$ cat src/rtl/gol_gen_sequencer.sv
// Game-of-Life generation sequencer.
// Streams rows 1..NROWS of the current-state regfile through a prev/cur/nxt
// window and writes each new row back in place. The host pattern loader
// owns the regfile write port only while the sequencer is idle.
//
// state | meaning
// ------+--------------------------------------------------------------
// IDLE  | host may load rows; start launches one generation
// PRIME | read row 1 into cur (prev is already cleared)
// LOAD  | read row r+1 into nxt (row 0 address stands in for "below NROWS")
// WRITE | write rule(prev,cur,nxt) to row r, slide window, advance r
// DONE  | one-cycle completion pulse, bump generation counter
module gol_gen_sequencer #(
  parameter int WIDTH   = 8,
  parameter int REGBITS = 3,
  parameter int GENBITS = 16,
  parameter int WRAP    = 0
) (
  input  logic               ph2,
  input  logic               reset_n,
  input  logic               start,
  output logic               busy,
  output logic               done,
  output logic [GENBITS-1:0] gen_count,
  input  logic               load_valid,
  output logic               load_ready,
  input  logic [REGBITS-1:0] load_row,
  input  logic [WIDTH-1:0]   load_data,
  output logic [REGBITS-1:0] rf_ra,
  input  logic [WIDTH-1:0]   rf_rd,
  output logic               rf_regwrite,
  output logic [REGBITS-1:0] rf_wa,
  output logic [WIDTH-1:0]   rf_wd
);

  localparam logic [2:0] S_IDLE  = 3'd0;
  localparam logic [2:0] S_PRIME = 3'd1;
  localparam logic [2:0] S_LOAD  = 3'd2;
  localparam logic [2:0] S_WRITE = 3'd3;
  localparam logic [2:0] S_DONE  = 3'd4;

  // Last row index is all-ones: NROWS = 2**REGBITS-1.
  localparam logic [REGBITS-1:0] NROWS   = '1;
  localparam logic [REGBITS-1:0] ROW_ONE = REGBITS'(1);

  logic [2:0]         state;
  logic [REGBITS-1:0] r;
  logic [WIDTH-1:0]   prev;
  logic [WIDTH-1:0]   cur;
  logic [WIDTH-1:0]   nxt;
  logic [WIDTH-1:0]   next_row;
  logic [WIDTH+1:0]   ext_p;
  logic [WIDTH+1:0]   ext_c;
  logic [WIDTH+1:0]   ext_n;
  logic               load_fire;

  // One guard column on each side: dead cells, or the opposite edge when toroidal.
  function automatic logic [WIDTH+1:0] pad_row(input logic [WIDTH-1:0] row);
    if (WRAP != 0) pad_row = {row[0], row, row[WIDTH-1]};
    else           pad_row = {1'b0, row, 1'b0};
  endfunction

  assign ext_p = pad_row(prev);
  assign ext_c = pad_row(cur);
  assign ext_n = pad_row(nxt);

  // Conway rule per column; ext_x[c+1] is column c, so neighbours sit at c and c+2.
  always_comb begin
    logic [3:0] n;
    n        = '0;
    next_row = '0;
    for (int c = 0; c < WIDTH; c++) begin
      n = 4'(ext_p[c]) + 4'(ext_p[c+1]) + 4'(ext_p[c+2])
        + 4'(ext_c[c])                  + 4'(ext_c[c+2])
        + 4'(ext_n[c]) + 4'(ext_n[c+1]) + 4'(ext_n[c+2]);
      next_row[c] = (n == 4'd3) | (cur[c] & (n == 4'd2));
    end
  end

  assign load_ready = (state == S_IDLE);
  // Held off while reset is asserted so no stray write escapes during reset.
  assign load_fire  = load_valid & load_ready & reset_n;

  // Status and regfile port decode from the current state.
  always_comb begin
    busy        = (state != S_IDLE);
    done        = (state == S_DONE);
    rf_ra       = '0;
    rf_regwrite = 1'b0;
    rf_wa       = '0;
    rf_wd       = '0;
    case (state)
      S_IDLE: begin
        if (load_fire && (load_row != '0)) begin
          rf_regwrite = 1'b1;
          rf_wa       = load_row;
          rf_wd       = load_data;
        end
      end
      S_PRIME: rf_ra = ROW_ONE;
      S_LOAD:  rf_ra = (r == NROWS) ? '0 : r + ROW_ONE;
      S_WRITE: begin
        rf_regwrite = 1'b1;
        rf_wa       = r;
        rf_wd       = next_row;
      end
      default: ;
    endcase
  end

  // Sequencer state, row pointer, sliding window and generation counter.
  always_ff @(posedge ph2 or negedge reset_n) begin
    if (!reset_n) begin
      state     <= S_IDLE;
      r         <= ROW_ONE;
      prev      <= '0;
      cur       <= '0;
      nxt       <= '0;
      gen_count <= '0;
    end else begin
      case (state)
        S_IDLE: begin
          if (start) begin
            state <= S_PRIME;
            prev  <= '0;
            r     <= ROW_ONE;
          end
        end
        S_PRIME: begin
          cur   <= rf_rd;
          state <= S_LOAD;
        end
        S_LOAD: begin
          nxt   <= rf_rd;
          state <= S_WRITE;
        end
        S_WRITE: begin
          // Old row r survives in prev, so overwriting it in the regfile is safe.
          prev <= cur;
          cur  <= nxt;
          if (r == NROWS) begin
            state <= S_DONE;
          end else begin
            r     <= r + ROW_ONE;
            state <= S_LOAD;
          end
        end
        S_DONE: begin
          gen_count <= gen_count + GENBITS'(1);
          state     <= S_IDLE;
        end
        default: state <= S_IDLE;
      endcase
    end
  end

endmodule

$ cat config.mk
export PLATFORM = sky130hd
export DESIGN_NAME = gol_gen_sequencer
export DESIGN_NICKNAME = d
export VERILOG_FILES = /design/src/rtl/gol_gen_sequencer.sv
export SDC_FILE = /design/constraint.sdc
export NUM_CORES = 1
export LEC_CHECK = 0
export CORE_MARGIN = 2
export CORE_UTILIZATION = 35
export DETAILED_ROUTE_END_ITERATION = 7
export SETUP_SLACK_MARGIN = 0.5
export SYNTH_ARGS = -nofsm -noshare
export SYNTH_HDL_FRONTEND = slang
export SYNTH_SLANG_ARGS = --single-unit
export TNS_END_PERCENT = 1
$ cat constraint.sdc
create_clock -name ph2 -period 8.05 [get_ports ph2]
set_input_delay 1.2075 -clock ph2 [delete_from_list [all_inputs] [get_ports ph2]]
set_output_delay 1.2075 -clock ph2 [all_outputs]
set_load 0.05 [all_outputs]
==> results.sh <==
export IMPL_status="completed"
export IMPL_vias=2418
export IMPL_dieArea_um2=10200
export IMPL_htreeDepth=2
export IMPL_viasPerCell=4.97
export IMPL_placed_area_um2=3940
export IMPL_hold_path_class="register to register"
export IMPL_clk_path_buf_depth=2
export IMPL_crit_arrival_ps=4150
export IMPL_cts_tree="yes"
export IMPL_antenna_found_initial=0
export IMPL_seq_area_frac_synth_pct=34.9
export IMPL_drv_cap=0
export IMPL_post_drt_wl_per_cell_um=13.4
export IMPL_hpwl_mm=5.08
export IMPL_period_share_pct=66.6
export IMPL_tightest_slew_ps=997
export IMPL_hold_buffers=0
export IMPL_fin_crit_ps=5360
export IMPL_drtIter0Drc=79
export IMPL_slowest_stage="clkdlybuf4s50_1"
export IMPL_cts_resized=0
export IMPL_cts_made_buffers=5
export IMPL_die_width_um=101
export IMPL_port_buffers=56
export IMPL_setup_tns_final_ps=0
export IMPL_fin_skew_ps=9.48
export IMPL_synth_mux_area_share_pct=2.77
export IMPL_grt_max_degree=48
export IMPL_num_rows=35
export IMPL_synth_largest_area_cell="dfrtp_1"
export IMPL_synth_top_area_share_pct=34.1
export IMPL_setup_viol=0
export IMPL_synth_simple_area_share_pct=11.3
export IMPL_finalWeightedCongestion=0.778
export IMPL_ys_types=38
export IMPL_fin_area_um2=4020
export IMPL_preCtsSetupSlack_ps=2850
export IMPL_start_kind="register"
export IMPL_finalWorstSetupSlack_ps=2690
export IMPL_synthXorXnorAreaFrac_pct=3.98
export IMPL_netlist_area_um2=3300
export IMPL_finish_net_count=450
export IMPL_overflow=0
export IMPL_ys_top_cells_by_area="dfrtp_1, fa_1, ha_1, inv_1, a22o_1"
export IMPL_clock_root_buffer="clkbuf_8"
export IMPL_slowest_delay_ps=800
export IMPL_yosys_warnings=0
export IMPL_crit_top_cell="fa_1"
export IMPL_grt_pass1_wl_mm=11.4
export IMPL_drtAntennaViolNets=0
export IMPL_num_antenna_cells=0
export IMPL_critPathTopFamily="adder cells"
export IMPL_path_clk_slew_ps=90
export IMPL_start_util_pct=35.9
export IMPL_ioPinCount=57
export IMPL_fp_dieH_um=101
export IMPL_mostFrequentLayoutCells="inv_1, clkdlybuf4s50_1, dfrtp_1, o21ai_0, fa_1"
export IMPL_path_buf_inv=3
export IMPL_synth_compound_area_share_pct=13.0
export IMPL_syn_to_final_growth_pct=21.6
export IMPL_syn_avg_cell_area_um2=10.3
export IMPL_synth_nets=396
export IMPL_syn_inst=322
export IMPL_grt_pass1_vias=2419
export IMPL_cts_sinks=46
export IMPL_slew_headroom_pct=33.1
export IMPL_layout_drive_gt1_share_pct=4.26
export IMPL_maxSlewViolCount=0
export IMPL_synth_seq_cells=46
export IMPL_drtPass1Iterations=4
export IMPL_path_cells="inv_1, fa_1, fa_1, fa_1, inv_1, ha_1, fa_1, o21ai_0, nor2_1, a22o_1, clkdlybuf4s50_1"
export IMPL_yosys_area_share_adder_pct=25.7
export IMPL_endpoint_kind="primary output"
export IMPL_finalHoldViolCount=0
export IMPL_path_class="register to primary output"
export IMPL_synth_top_family_by_area="adder cells"
export IMPL_drt_wl_total_mm=6.53
export IMPL_clkLatencyLatePin_ps=290
export IMPL_rsz0062_at_grt="false"
export IMPL_postCtsSetupRepairBufs=0
export IMPL_required_ps=6840
export IMPL_max_freq_mhz=187
export IMPL_grt_usage_pct=14.1
export IMPL_post_route_drc_count=0
export IMPL_critical_path_max_fanout=3
export IMPL_core_area_um2=9200
==> stage by stage <==
stage               hold WS (ps)  util (%)  cells
global placement             459      42.8    480
finish                       474      43.7    487
detailed placement           466      42.8    480
floorplan                    472         -    322
global route                 495      43.7    487
CTS                          478      43.7    487
==> path summary, 6_finish.rpt <==
check	startpoint	end	slack, ps	depth (start not counted)
worst max-delay path	prev[2]$_DFFE_PN0P_	rf_wd[2]	2690	11
worst min-delay path	gen_count[15]$_DFFE_PN0P_	gen_count[15]$_DFFE_PN0P_	470	1
worst max register to register	state[1]$_DFFE_PN0P_	nxt[1]$_DFFE_PN0P_	5860	3
worst min register to register	gen_count[15]$_DFFE_PN0P_	gen_count[15]$_DFFE_PN0P_	470	1
max in group asynchronous	reset_n	prev[2]$_DFFE_PN0P_	6650	2
min in group asynchronous	reset_n	gen_count[7]$_DFFE_PN0P_	990	2
==> logic make-up (layout without fill, tap and decap cells) <==
kind of cell / Yosys count / in the layout
XOR/XNOR: 15 / 15
AO/OA/AOI/OAI: 62 / 62
flip-flops: 46 / 46
multiplexers: 9 / 9
adder cells (fa/ha/maj): 51 / 51
buffers and inverters: 66 / 120
AND/OR/NAND/NOR: 73 / 73
==> registers in the layout (all words and copies together) (netlist names) <==
signal     count
cur            8
state          3
r              3
nxt            8
gen_count     16
prev           8
==> per-layer routing <==
metal	vias to the layer above	global-route usage [%]	part of all wire [%]
met2	50	22.8	47
met1	1185	19.0	48
met5	-	0	0
met4	0	5.20	1.5
li1	1175	-	-
met3	8	2.55	3.9
==> Yosys cell counts, drive strengths merged <==
library cell and number:
nor4 1, nand2b 1, nand4 6, a211oi 1
nor2b 1, o21ai 29, clkbuf 2, or3 1
ha 23, xnor2 13, dfrtp 45, mux2i 8
or2 1, xor2 2, o31ai 1, fa 28
nand3 11, a2111oi 1, nor3 3, a21oi 6
buf 9, a21o 2, o2111ai 1, dfstp 1
a32o 2, o311ai 1, nor3b 1, and3 4
nand2 24, mux2 1, a22o 18, inv 55
and4 2, and2 2, nor2 15
==> final cells by class <==
cell class | instances | area [um2]
fill | 934 | 5180
inverter | 55 | 206
sequential | 46 | 1150
tap | 111 | 139
timing repair buffer | 58 | 571
clock inverter | 2 | 10.0
multi-input combinational | 210 | 1870
clock buffer | 5 | 68.8
Power is not shown: default switching activity piles up to over one toggle a cycle in this logic, so the estimate is an artifact.
